## config.mk

```make
export PLATFORM = sky130hd
export DESIGN_NAME = bias_seq_ctrl
export DESIGN_NICKNAME = d
export VERILOG_FILES = /design/src/rtl/bias_seq_ctrl_pkg.sv /design/src/rtl/bias_seq_ctrl_skid_buf.sv /design/src/rtl/bias_seq_ctrl.sv
export SDC_FILE = /design/constraint.sdc
export NUM_CORES = 1
export LEC_CHECK = 0
export ABC_AREA = 1
export CORE_MARGIN = 3
export CORE_UTILIZATION = 55
export CTS_BUF_LIST = sky130_fd_sc_hd__clkbuf_4
export CTS_CLUSTER_SIZE = 24
export DETAILED_ROUTE_END_ITERATION = 10
export PLACE_DENSITY = 0.84
export REMOVE_ABC_BUFFERS = 1
export SYNTH_ARGS = -nofsm -noshare
export SYNTH_HDL_FRONTEND = slang
export SYNTH_SLANG_ARGS = --single-unit
export TNS_END_PERCENT = 20
```

## constraint.sdc

```tcl
create_clock -name ap_clk -period 3.3 [get_ports ap_clk]
set_clock_uncertainty 0.15 [all_clocks]
set_input_delay 0.66 -clock ap_clk [delete_from_list [all_inputs] [get_ports ap_clk]]
set_output_delay 0.66 -clock ap_clk [all_outputs]
set_load 0.02 [all_outputs]
```

## src/rtl/bias_seq_ctrl_pkg.sv

```systemverilog
// Shared definitions for the bias sequencer: default sizes, FSM encoding and helpers.
// Optional stall counter is enabled by defining BIAS_SEQ_STALL_CNT_EN.
package bias_seq_ctrl_pkg;

  localparam int COEFF_W_DEF = 16;
  localparam int NUM_CH_DEF  = 32;
  localparam int NUM_PIX_DEF = 64;

  typedef enum logic [1:0] {
    ST_IDLE  = 2'd0,
    ST_RUN   = 2'd1,
    ST_DRAIN = 2'd2,
    ST_DONE  = 2'd3
  } seq_state_e;

  // Counter/address width for a given depth, never below one bit.
  function automatic int addr_width(input int depth);
    return (depth > 1) ? $clog2(depth) : 1;
  endfunction

  function automatic logic [31:0] sat_inc32(input logic [31:0] val);
    return (val == 32'hFFFF_FFFF) ? val : (val + 32'd1);
  endfunction

endpackage

```

## src/rtl/bias_seq_ctrl_skid_buf.sv

```systemverilog
// bias_skid_buf: order-preserving head+skid buffer for a 1-cycle-latency ROM source.
// Tracks the in-flight read so occupancy/credit covers everything not yet delivered.
module bias_skid_buf #(
  parameter int DATA_W = 16
) (
  input  logic              clk,
  input  logic              rst,
  input  logic              issue,
  input  logic [DATA_W-1:0] in_data,
  input  logic              out_ready,
  output logic              out_valid,
  output logic [DATA_W-1:0] out_data,
  output logic              out_fire,
  output logic [1:0]        occupancy,
  output logic              can_issue
);

  logic              pend_r;
  logic              head_v_r;
  logic [DATA_W-1:0] head_d_r;
  logic              skid_v_r;
  logic [DATA_W-1:0] skid_d_r;

  logic              head_v_n;
  logic [DATA_W-1:0] head_d_n;
  logic              skid_v_n;
  logic [DATA_W-1:0] skid_d_n;
  logic              fire_s;

  assign fire_s    = head_v_r & out_ready;
  assign out_fire  = fire_s;
  assign out_valid = head_v_r;
  assign out_data  = head_d_r;
  assign occupancy = {1'b0, pend_r} + {1'b0, head_v_r} + {1'b0, skid_v_r};
  // A slot freed by this cycle's transfer may be reused by a read issued in the same cycle.
  assign can_issue = (occupancy < 2'd2) || ((occupancy == 2'd2) && fire_s);

  // Next head/skid contents: returning data goes to the head whenever it is or becomes free.
  always_comb begin
    head_v_n = head_v_r;
    head_d_n = head_d_r;
    skid_v_n = skid_v_r;
    skid_d_n = skid_d_r;
    if (fire_s) begin
      if (skid_v_r) begin
        head_v_n = 1'b1;
        head_d_n = skid_d_r;
        if (pend_r) begin
          skid_v_n = 1'b1;
          skid_d_n = in_data;
        end else begin
          skid_v_n = 1'b0;
        end
      end else begin
        if (pend_r) begin
          head_v_n = 1'b1;
          head_d_n = in_data;
        end else begin
          head_v_n = 1'b0;
        end
      end
    end else begin
      if (pend_r) begin
        if (head_v_r) begin
          skid_v_n = 1'b1;
          skid_d_n = in_data;
        end else begin
          head_v_n = 1'b1;
          head_d_n = in_data;
        end
      end else begin
        head_v_n = head_v_r;
      end
    end
  end

  // Buffer and in-flight registers.
  always_ff @(posedge clk or posedge rst) begin
    if (rst) begin
      pend_r   <= 1'b0;
      head_v_r <= 1'b0;
      head_d_r <= '0;
      skid_v_r <= 1'b0;
      skid_d_r <= '0;
    end else begin
      pend_r   <= issue;
      head_v_r <= head_v_n;
      head_d_r <= head_d_n;
      skid_v_r <= skid_v_n;
      skid_d_r <= skid_d_n;
    end
  end

endmodule

```

## src/rtl/bias_seq_ctrl.sv

```systemverilog
// Bias ROM sequencer: streams NUM_CH biases NUM_PIX times into the accumulator FIFO.
// Define BIAS_SEQ_STALL_CNT_EN to add the 32-bit saturating stall_cnt output.
module bias_seq_ctrl
  import bias_seq_ctrl_pkg::*;
#(
  parameter int COEFF_W = COEFF_W_DEF,
  parameter int NUM_CH  = NUM_CH_DEF,
  parameter int NUM_PIX = NUM_PIX_DEF,
  parameter int ADDR_W  = addr_width(NUM_CH)
) (
  input  logic               ap_clk,
  input  logic               ap_rst,
  input  logic               ap_start,
  output logic               ap_idle,
  output logic               ap_done,
  output logic [ADDR_W-1:0]  bias_V_address0,
  output logic               bias_V_ce0,
  input  logic [COEFF_W-1:0] bias_V_q0,
  output logic [COEFF_W-1:0] output_V_din,
  input  logic               output_V_full_n,
  output logic               output_V_write
`ifdef BIAS_SEQ_STALL_CNT_EN
  ,
  output logic [31:0]        stall_cnt
`endif
);

  localparam int PIX_W = addr_width(NUM_PIX);

  seq_state_e        state_r;
  seq_state_e        state_n;
  logic [ADDR_W-1:0] ch_r;
  logic [PIX_W-1:0]  pix_r;

  logic              issue_s;
  logic              can_issue_s;
  logic              fire_s;
  logic [1:0]        occ_s;
  logic              ch_last_s;
  logic              pix_last_s;
  logic              start_run_s;
  logic              drain_empty_s;

  assign ch_last_s     = (ch_r == ADDR_W'(NUM_CH - 1));
  assign pix_last_s    = (pix_r == PIX_W'(NUM_PIX - 1));
  assign start_run_s   = (state_r == ST_IDLE) && ap_start;
  assign issue_s       = (state_r == ST_RUN) && can_issue_s;
  // Empty once this cycle's transfer (if any) completes; no reads issue outside RUN.
  assign drain_empty_s = (occ_s == 2'd0) || ((occ_s == 2'd1) && fire_s);

  assign ap_idle         = (state_r == ST_IDLE);
  assign ap_done         = (state_r == ST_DONE);
  assign bias_V_ce0      = issue_s;
  assign bias_V_address0 = ch_r;

  bias_skid_buf #(
    .DATA_W (COEFF_W)
  ) u_buf (
    .clk       (ap_clk),
    .rst       (ap_rst),
    .issue     (issue_s),
    .in_data   (bias_V_q0),
    .out_ready (output_V_full_n),
    .out_valid (output_V_write),
    .out_data  (output_V_din),
    .out_fire  (fire_s),
    .occupancy (occ_s),
    .can_issue (can_issue_s)
  );

  // Next-state logic of the frame FSM.
  always_comb begin
    state_n = state_r;
    case (state_r)
      ST_IDLE: begin
        if (ap_start) begin
          state_n = ST_RUN;
        end else begin
          state_n = ST_IDLE;
        end
      end
      ST_RUN: begin
        if (issue_s && ch_last_s && pix_last_s) begin
          state_n = ST_DRAIN;
        end else begin
          state_n = ST_RUN;
        end
      end
      ST_DRAIN: begin
        if (drain_empty_s) begin
          state_n = ST_DONE;
        end else begin
          state_n = ST_DRAIN;
        end
      end
      ST_DONE: state_n = ST_IDLE;
      default: state_n = ST_IDLE;
    endcase
  end

  // State register.
  always_ff @(posedge ap_clk or posedge ap_rst) begin
    if (ap_rst) begin
      state_r <= ST_IDLE;
    end else begin
      state_r <= state_n;
    end
  end

  // Channel/pixel counters advance on every issued read.
  always_ff @(posedge ap_clk or posedge ap_rst) begin
    if (ap_rst) begin
      ch_r  <= '0;
      pix_r <= '0;
    end else if (start_run_s) begin
      ch_r  <= '0;
      pix_r <= '0;
    end else if (issue_s) begin
      if (ch_last_s) begin
        ch_r  <= '0;
        pix_r <= pix_last_s ? '0 : (pix_r + PIX_W'(1));
      end else begin
        ch_r  <= ch_r + ADDR_W'(1);
      end
    end
  end

`ifdef BIAS_SEQ_STALL_CNT_EN
  logic [31:0] stall_cnt_r;

  assign stall_cnt = stall_cnt_r;

  // Cycles the FIFO refused a presented word, per frame, saturating.
  always_ff @(posedge ap_clk or posedge ap_rst) begin
    if (ap_rst) begin
      stall_cnt_r <= 32'd0;
    end else if (start_run_s) begin
      stall_cnt_r <= 32'd0;
    end else if (output_V_write && !output_V_full_n) begin
      stall_cnt_r <= sat_inc32(stall_cnt_r);
    end
  end
`endif

endmodule

```

### Word level (Yosys, flattened, before mapping)

Cells that the tools add are included.

| operators by class | value |
|---|---|
| $add $sub $neg | 4 |
| $lt $le $gt $ge | 1 |
| eq/ne operators | 10 |
| multiplexer cells | 28 |
| bitwise logic cells | 1 |
| reductions and logical operators | 19 |

Operators with widths:

| operator | count |
|---|---|
| $mux 16 | 9 |
| $mux 6 | 4 |
| $mux 5 | 3 |
| $mux 1 | 10 |
| $reduce_bool 2->1 | 5 |
| $pmux 2 s4 | 1 |
| $add 6x1->6 const B | 1 |
| $eq 2x2->1 const B | 3 |
| $eq 6x6->1 const B | 1 |
| $logic_and 1x1->1 | 6 |
| $add 5x1->5 const B | 1 |
| $eq 5x5->1 const B | 1 |
| $eq 2x1->1 const B | 2 |
| $logic_not 2->1 | 2 |
| $ne 2x1->1 const B | 2 |
| $reduce_and 2->1 | 2 |
| $reduce_and 4->1 | 1 |
| $reduce_and 3->1 | 1 |
| $add 1x1->2 | 1 |
| $add 2x1->2 | 1 |
| $logic_or 1x1->1 | 2 |
| $lt 2x2->1 const B | 1 |
| $mux 2 | 1 |
| $ne 2x2->1 const B | 1 |
| $and 1x1->1 | 1 |

| storage, ports and cells | value |
|---|---|
| register bits | 48 |
| bits of input ports | 20 |
| output and inout port bits | 25 |
| word-level logic and storage cells | 71 |

### Depth between registers and ports, before layout

Gate-level depths: netlist of the first run.

| logic depth | value |
|---|---|
| depth after elaboration | 10 |
| mapped depth | 10 |
| depth with buffers taken out | 10 |

### By module

A second synthesis of the first run with hierarchy kept.

| second synthesis, totals | value |
|---|---|
| cells, all modules | 359 |
| area, all modules | 2656.3 um^2 |

Modules (own cells, without submodules):

| module | times used | cells an instance | area an instance (um^2) | seq. area each (um^2) |
|---|---|---|---|---|
| bias_skid_buf | 1 | 262 | 1880.6 | 875.8 |
| bias_seq_ctrl | 1 | 97 | 775.7 | 325.3 |

### Worst setup path before layout of the first run

OpenSTA, ideal clock, no wires.

| timing | value |
|---|---|
| path kind | register to output |
| from | register u_buf.head_v_r, in the netlist u_buf.out_valid |
| to | output port bias_V_ce0 |
| data arrival time | 1658 ps |
| required time | 2490 ps |
| slack | 832 ps |
| cell stages (with the launch flop) | 7 |
| path buffers | 0 |
| cell sequence | dfrtp_1 > inv_2 > fa_1 > nand3_1 > nand2_1 > nand2_1 > inv_1 |

| between the ends | value |
|---|---|
| cells in the longest elaborated chain, start to end | 6 |
| elaborated cells between the ends (all ways) | 8 |
| classes of those cells | 2 x add/sub; 1 x order compare; 1 x eq/ne; 1 x bitwise; 3 x reduce/logical |

RTL lines:

| element | line | RTL |
|---|---|---|
| start: declaration | bias_seq_ctrl_skid_buf.sv:19 | `logic head_v_r;` |
| start signal: assignment | bias_seq_ctrl_skid_buf.sv:87 | `head_v_r <= head_v_n;` |
| $add 1x1->2 | bias_seq_ctrl_skid_buf.sv:34 | `assign occupancy = {1'b0, pend_r} + {1'b0, head_v_r} + {1'b0, skid_v_r};` |
| $add 2x1->2 | bias_seq_ctrl_skid_buf.sv:34 |  |
| $eq 2x2->1 | bias_seq_ctrl_skid_buf.sv:36 | `assign can_issue = (occupancy < 2'd2) \|\| ((occupancy == 2'd2) && fire_s);` |
| $logic_and 1x1->1 | bias_seq_ctrl_skid_buf.sv:36 |  |
| $logic_or 1x1->1 * | bias_seq_ctrl_skid_buf.sv:36 |  |
| $logic_and 1x1->1 * | bias_seq_ctrl.sv:47 | `assign issue_s = (state_r == ST_RUN) && can_issue_s;` |
| end: declaration | bias_seq_ctrl.sv:17 | `output logic bias_V_ce0,` |

Every way passes the cells marked *; elsewhere a longest branch is shown, timed or not.

### Worst setup path after layout of the first run

Ends and elaborated chain as after synthesis.

==> metrics.txt, run 1 <==
status=finished clean; fill cell count=301; total die area=0.00489 mm^2; Flop pwr share=0.378; # Post-CTS Setup Buffers=0; # DRC=0; GRT overflow=0; Port Buffers=44; Switching Share=0.404; Worst R2R Path Depth=9; Psw=1.12 mW; complex-gate fraction of the synthesized area=0.159; Reg area=0.00120 mm^2; Relative slew margins=0.509; Via density=5.06; Hold Startpoint=u_buf.skid_d_r[5]; worst-skew pair later-pin latency=0.35 ns; CTS root buf=clkbuf_4; largest family of logic cells by synthesized area=simple AND/OR/NAND/NOR gates; post-synth top area share=0.534; area occupied by multi-input gates=857 um^2; post-route clock period utilization=0.914; post-synthesis sequential area ratio=0.534; post-layout util=0.747; gr usage total=0.184; worst endpoint required time=2.49 ns; num ports=45; initial antenna violation count=0; WHS Endpoint=u_buf.skid_d_r[5]; hold slack=0.353 ns; RD Place Congestion=0.767; Final Total Pwr=2.77 mW; unrepaired setup endpoints after global routing=false; H-Tree Depth=2; Vias=1852; Comb power frac=0.475; startpoint types=flip-flop; worst hold path type=reg2reg; area of the core=0.00380 mm^2; final instance area=0.00284 mm^2; Simple-Gate Fraction of Synth Area=0.186; initial drt markers=90; Yosys cell types=21; Routed WL=4220 um; dpl ws=0.335 ns; CP max FO=5; number of synthesized flops with an enable pin=0; effective utilization at floorplan=0.592; Die X=70.0 um; crit path time final=3.02 ns; Synth Flop Type=dfrtp_1; Placed Instances=359; Post-Synth Adder-Cell Area=0.0367; post-synthesis mux area share=0; Area Growth Syn to Fin=26.2%; Reg clk slew, reported paths=0.13 ns; R2R Path End=pix_r[4]; diode count=0; setup tns final=0 ns; P_leak=1.38 nW; post-synthesis xor/xnor area fraction=0; Critical R2R Launch=u_buf.out_valid; Post-DRT Antenna Nets=0; non-filler cells, final=366; clk sinks=48; Peak VDD IR=0.465 mV; FP Rows=22; Post-DP Area=0.00274 mm^2; power share of the clock group=0.147; dpl hpwl=3040 um; Die H=70.0 um; Synth async-reset ratio=1.00; Hold Path Depth=2; final count of hold timing violations=0; clk buf depth=2; min setup slack post-route=0.282 ns; first-pass GRT wire length=7420 um; Syn Std Cell Area=0.00225 mm^2; Max Freq=0.331 GHz; internal power=1.65 mW; endpoints failing setup=0; WP data arrival=2.21 ns; critical path class=reg2out; Synth Instances=270; CP Capture Type=output pin; CTS tree=done; drt wl/cell=11.5 um; P per Cell Area=976 mW/mm^2; CTS Buf Count=5; Worst Max-Slew Pin Slew=0.735 ns; pin count of the biggest net entering global routing=33; Nets=344; Max-Cap Viols=0; vias in the first global route=1738; commonest cells in the netlist=dfrtp_1, nand2_1, nor2_1, inv_1, o21ai_0; Synth area leaders=dfrtp_1, nand2_1, nor2_1, inv_1, o21ai_0; Yosys warnings=0; share of cells above drive strength 1=0.0629; R2R Setup Slk=1.14 ns; Yosys reg bits=48; Yosys top cell by area=dfrtp_1; Avg Inst Size Synth=8.33 um^2; cell with the most instances after synthesis=dfrtp_1; Slew Limit Fails=0; Pre-antenna DRT Iters=4
## flip-flops by register name, summed over array words and instances, names as in the netlist, named ones only
register         cells
u_buf.out_data      16
u_buf.skid_d_r      16
pix_r                6
bias_V_address0      5
state_r              1
u_buf.out_valid      1
u_buf.pend_r         1
u_buf.skid_v_r       1
## layer usage
metal	up-vias	share of wire	routed length, um	GRT usage
li1	958	-	-	-
met1	847	0.46	1960	0.250
met2	41	0.48	2040	0.295
met3	6	0.040	169	0.0360
met4	0	0.013	53	0.0617
met5	-	0	0	0
## cells in the final DEF, fill, tap and decap left out, drive strengths merged, types with 2 or more instances in the layout
master | synthesis | final
clkbuf | 0 | 5
a21oi | 22 | 22
o211ai | 2 | 2
nor2 | 42 | 42
clkdlybuf4s50 | 0 | 43
dfrtp | 48 | 48
o21ai | 39 | 39
nand4 | 2 | 2
o22ai | 2 | 2
inv | 37 | 37
bufinv | 0 | 2
nand2 | 48 | 48
buf | 9 | 6
ha | 5 | 5
nand3 | 12 | 12
## logic make-up after synthesis
kind of cell,Yosys count
simple gates,104
compound gates,66
flops,48
buf+inv,46
fa+ha+maj,6
## final cells by class
class	instances	share of cell area
Sequential cell	48	0.423
Multi-Input combinational cell	176	0.302
Timing Repair Buffer	50	0.171
Inverter	37	0.0489
Clock inverter	2	0.0212
Tap cell	48	0.0212
Clock buffer	5	0.0132
## critical path: stages (launching register included)
cell and delay, ns:
dfrtp_1 0.47, inv_2 0.09, fa_1 0.56, nand3_1 0.08, nand2_1 0.10, nand2_1 0.07, inv_1 0.14, dlygate4sd2_1 0.35
## how the worst max path moves through the flow
stage | start | end | slack, ns | cells after the start
after floorplan | u_buf.out_valid | bias_V_ce0 | 0.83 | 6
after global placement | output_V_full_n | bias_V_ce0 | 0.34 | 6
after global routing | u_buf.out_valid | bias_V_ce0 | 0.1 | 7
final | u_buf.out_valid | bias_V_ce0 | 0.28 | 7
after CTS | u_buf.out_valid | bias_V_ce0 | 0.27 | 7
after detailed placement | output_V_full_n | bias_V_ce0 | 0.34 | 6
## power by group through the flow
stage	logic [mW]	registers (mW)	clock network (mW)
after floorplan	0.660	1.19	0
after global placement	1.29	1.05	0
after detailed placement	1.34	1.06	0
after CTS	1.33	1.04	0.418
after global routing	1.48	1.08	0.440
final	1.32	1.05	0.408
## what timing repair did
| item | 4_1_cts | 5_1_grt |
|---|---|---|
| resized for setup | 1 | 0 |
| hold buffers | 0 | 0 |
| endpoints found under the setup margin | 1 | 0 |
| endpoints found under the hold margin | 0 | 0 |
(Power assumes the default switching activity.)
==> run 2, diff against run 1 <==
RECOVER_POWER = 25   (was unset)
==> metrics.txt, run 2 (synthesis gave the netlist of run 1 again) <==
P per Cell Area=977 mW/mm^2; Die H=70.0 um; post-route clock period utilization=0.912; Worst R2R Path Depth=9; Slew Limit Fails=0; unrepaired setup endpoints after global routing=false; FP Rows=22; Worst Max-Slew Pin Slew=1.05 ns; Pre-antenna DRT Iters=4; final count of hold timing violations=0; commonest non-fill, non-tap cell in the layout=dfrtp_1; H-Tree Depth=2; WP data arrival=2.20 ns; P_leak=1.38 nW; worst-skew pair later-pin latency=0.35 ns; CTS tree=done; Flop pwr share=0.378; clk sinks=48; worst endpoint required time=2.49 ns; Die X=70.0 um; fill cell count=305; hold slack=0.352 ns; Final Total Pwr=2.77 mW; Switching Share=0.403; diode count=0; clk buf depth=2; Max Freq=0.332 GHz; Reg area=0.00120 mm^2; worst setup path start=u_buf.out_valid; Comb power frac=0.475; Relative slew margins=0.303; internal power=1.65 mW; Routed WL=4200 um; Critical R2R Launch=u_buf.out_valid; CTS Buf Count=5; drt wl/cell=11.5 um; status=finished clean; RD Place Congestion=0.767; Vias=1848; Reg clk slew, reported paths=0.13 ns; total die area=0.00489 mm^2; critical path class=reg2out; worst hold path type=reg2reg; Peak VDD IR=0.458 mV; most frequent cells in the layout=dfrtp_1, nand2_1, clkdlybuf4s50_1; share of cells above drive strength 1=0.0535; dpl hpwl=3040 um; Port Buffers=44; end point of the critical path=bias_V_ce0; pin count of the biggest net entering global routing=33; setup tns final=0 ns; GRT overflow=0; crit path time final=3.01 ns; CTS root buf=clkbuf_4; Psw=1.12 mW; Max-Cap Viols=0; hold buffers post-CTS=0; initial drt markers=71; dpl ws=0.335 ns; power share of the clock group=0.147; gr usage total=0.184; CP Capture Type=output pin; area occupied by multi-input gates=857 um^2; Nets=344; R2R Setup Slk=1.14 ns; post-layout util=0.745; area of the core=0.00380 mm^2; # DRC=0; min setup slack post-route=0.289 ns; R2R Path End=pix_r[4]; initial antenna violation count=0; effective utilization at floorplan=0.592; startpoint types=flip-flop; Area Growth Syn to Fin=25.9%; Post-DRT Antenna Nets=0; num ports=45; vias in the first global route=1738; CP max FO=5; Via density=5.05; endpoints failing setup=0; first-pass GRT wire length=7420 um
==> run 2: worst min path at each step <==
stage                          to  depth (start not counted)                from  slack [ns]
6_report        u_buf.skid_d_r[5]                          2   u_buf.skid_d_r[5]        0.35
5_1_grt         u_buf.skid_d_r[7]                          2   u_buf.skid_d_r[7]        0.38
4_1_cts         u_buf.skid_d_r[5]                          2   u_buf.skid_d_r[5]        0.36
3_5_place_dp    u_buf.skid_d_r[5]                          2   u_buf.skid_d_r[5]        0.33
3_3_place_gp   u_buf.skid_d_r[10]                          2  u_buf.skid_d_r[10]        0.32
2_1_floorplan   u_buf.skid_d_r[0]                          2   u_buf.skid_d_r[0]        0.30
==> run 2: area by class of cell <==
type | count | area share
sequential | 48 | 0.424
clock inverter | 2 | 0.0212
timing repair buffer | 50 | 0.168
multi-input combinational | 176 | 0.303
inverter | 37 | 0.0490
tap | 48 | 0.0212
clock buffer | 5 | 0.0133
==> run 2: through the flow <==
stage	area, um^2	std cells
4_1_cts	2840	366
3_5_place_dp	2740	359
3_3_place_gp	2740	359
5_1_grt	2830	366
6_report	2830	366
2_1_floorplan	2200	261
==> run 2: critical path, stage by stage, from the launching register on <==
cell and delay (ns):
dfrtp_1 0.47, inv_2 0.09, fa_1 0.56, nand3_1 0.08, nand2_1 0.10, nand2_1 0.07, inv_1 0.14, dlygate4sd2_1 0.35
==> run 2: what timing repair did <==
action	in CTS	in global routing
buffers inserted	0	0
gates resized for setup	1	0
endpoints found under the setup margin	1	0
==> run 2: power by group through the flow <==
stage,sequential [mW],combinational (mW),clock [mW]
finish,1.04,1.31,0.408
global route,1.08,1.48,0.440
CTS,1.04,1.33,0.418
detailed placement,1.06,1.34,0
global placement,1.05,1.29,0
floorplan,1.19,0.660,0
==> run 2: routing by layer <==
metal / up-vias / GRT usage / part of all wire
li1: 962 / - / -
met1: 848 / 0.250 / 0.47
met2: 32 / 0.295 / 0.49
met3: 6 / 0.0360 / 0.033
met4: 0 / 0.0617 / 0.013
met5: - / 0 / 0
==> run 3, diff against run 2 <==
CORE_UTILIZATION = 53   (was 55)
PLACE_DENSITY = 0.82   (was 0.84)
TNS_END_PERCENT = 10   (was 20)
clock period = 2.95 ns   (was 3.3 ns; I/O delays follow)
==> metrics.txt, run 3 (synthesis gave the netlist of run 1 again) <==
status=finished clean; final instance area=0.00280 mm^2; Via density=5.08; R2R Setup Slk=0.85 ns; Port Buffers=44; Vias=1880; Hold Startpoint=u_buf.skid_d_r[3]; CTS root buf=clkbuf_4; Reg area=0.00120 mm^2; internal power=1.71 mW; Flop pwr share=0.390; WL met1=1980 um; total die area=0.00506 mm^2; Max Freq=0.360 GHz; worst endpoint required time=2.21 ns; Reg clk slew, reported paths=0.13 ns; num ports=45; setup tns final=0 ns; slowest CP cell=fa_1; instance count on the critical path=7; endpoints failing setup=0; final count of hold timing violations=0; WP data arrival=2.04 ns; worst setup path start=u_buf.pend_r; initial drt markers=100; Nets=346; CP cell instances=inv_1, fa_1, nand3_1, nand2_1, nand2_1, inv_1, dlygate4sd2_1; Placed Instances=362; Max Used Layer=met4; cell family with most CP delay=buffers and inverters; most frequent cells in the layout=dfrtp_1, nand2_1, clkdlybuf4s50_1; Worst R2R Path Depth=9; unrepaired setup endpoints after global routing=false; drt wl/cell=11.6 um; CTS Buf Count=5; Relative slew margins=0.226; Die H=71.2 um; worst-skew pair later-pin latency=0.35 ns; Max-Cap Viols=0; worst hold path type=reg2reg; # DRC=0; Post-DP Area=0.00275 mm^2; fill cell count=346; Critical R2R Launch=u_buf.pend_r; effective utilization at floorplan=0.554; GRT overflow=0; end point of the critical path=bias_V_ce0; non-filler cells, final=370; Slew Limit Fails=0; commonest non-fill, non-tap cell in the layout=dfrtp_1; CTS tree=done; Pre-antenna DRT Iters=4; diode count=0; area occupied by multi-input gates=855 um^2; startpoint types=flip-flop; vias in the first global route=1849; dpl ws=0.207 ns; R2R Path End=pix_r[4]; Final Total Pwr=2.97 mW; Area Growth Syn to Fin=24.6%; RD Place Congestion=0.768; Post-DRT Antenna Nets=0; Worst Path Buf+Inv=3; clk buf depth=2; initial antenna violation count=0; post-route clock period utilization=0.941; pin count of the biggest net entering global routing=49; power share of the clock group=0.098; share of cells above drive strength 1=0.0625; min setup slack post-route=0.173 ns; Worst Max-Slew Pin Slew=1.16 ns; Switching Share=0.423; dpl hpwl=3050 um; gr usage total=0.190; Routed WL=4310 um; met3 wire length=165 um; Detail Route met2 WL=2110 um; H-Tree Depth=2; max incr delay on CP=0.51 ns; critical path class=reg2out; Psw=1.26 mW; Comb power frac=0.512; post-layout util=0.691; crit path time final=2.78 ns; CP Capture Type=output pin; clk sinks=48; Die X=71.2 um; FP Rows=23; area of the core=0.00406 mm^2; hold slack=0.352 ns; P_leak=1.37 nW; P per Cell Area=1060 mW/mm^2; CP max FO=4; Peak VDD IR=0.588 mV; first-pass GRT wire length=7680 um
==> run 3: worst min path at each step <==
| stage | endpoint | cells past startpoint | slack [ns] |
|---|---|---|---|
| 2_1_floorplan | u_buf.skid_d_r[0] | 2 | 0.30 |
| 3_3_place_gp | u_buf.skid_d_r[1] | 2 | 0.32 |
| 3_5_place_dp | u_buf.skid_d_r[1] | 2 | 0.32 |
| 4_1_cts | u_buf.skid_d_r[1] | 2 | 0.35 |
| 5_1_grt | u_buf.skid_d_r[1] | 2 | 0.38 |
| 6_report | u_buf.skid_d_r[3] | 2 | 0.35 |
==> run 3: what timing repair did <==
item | CTS | global route
endpoints found under the setup margin | 1 | 0
resized for setup | 1 | 0
buffers inserted | 1 | 0
hold buffers | 0 | 0
==> run 3: area by class of cell <==
cell class | count | area share
sequential | 48 | 0.428
multi-input combinational | 176 | 0.305
timing repair buffer | 52 | 0.177
inverter | 37 | 0.0495
tap | 50 | 0.0223
clock buffer | 6 | 0.0161
clock inverter | 1 | 0.00178
==> run 3: worst reg2reg max path: cells and delay by family (launching register included) <==
kind,cells,cell delay (ns)
compound gates,1,0.06
flops,1,0.42
buf+inv,2,0.23
simple gates,5,0.65
fa+ha+maj,1,0.51
==> run 3: per-layer routing <==
| layer | vias up | global-route usage |
|---|---|---|
| met5 | - | 0 |
| met4 | 0 | 0.0814 |
| met3 | 6 | 0.0384 |
| met2 | 46 | 0.320 |
| met1 | 864 | 0.237 |
| li1 | 964 | - |
==> run 3: power groups by stage <==
stage               Combinational [mW]  Sequential (mW)  Clock, mW
floorplan                        0.738             1.33          0
global placement                  1.49             1.16          0
detailed placement                1.54             1.18          0
CTS                               1.55             1.16      0.301
global route                      1.71             1.20      0.328
finish                            1.52             1.16      0.291
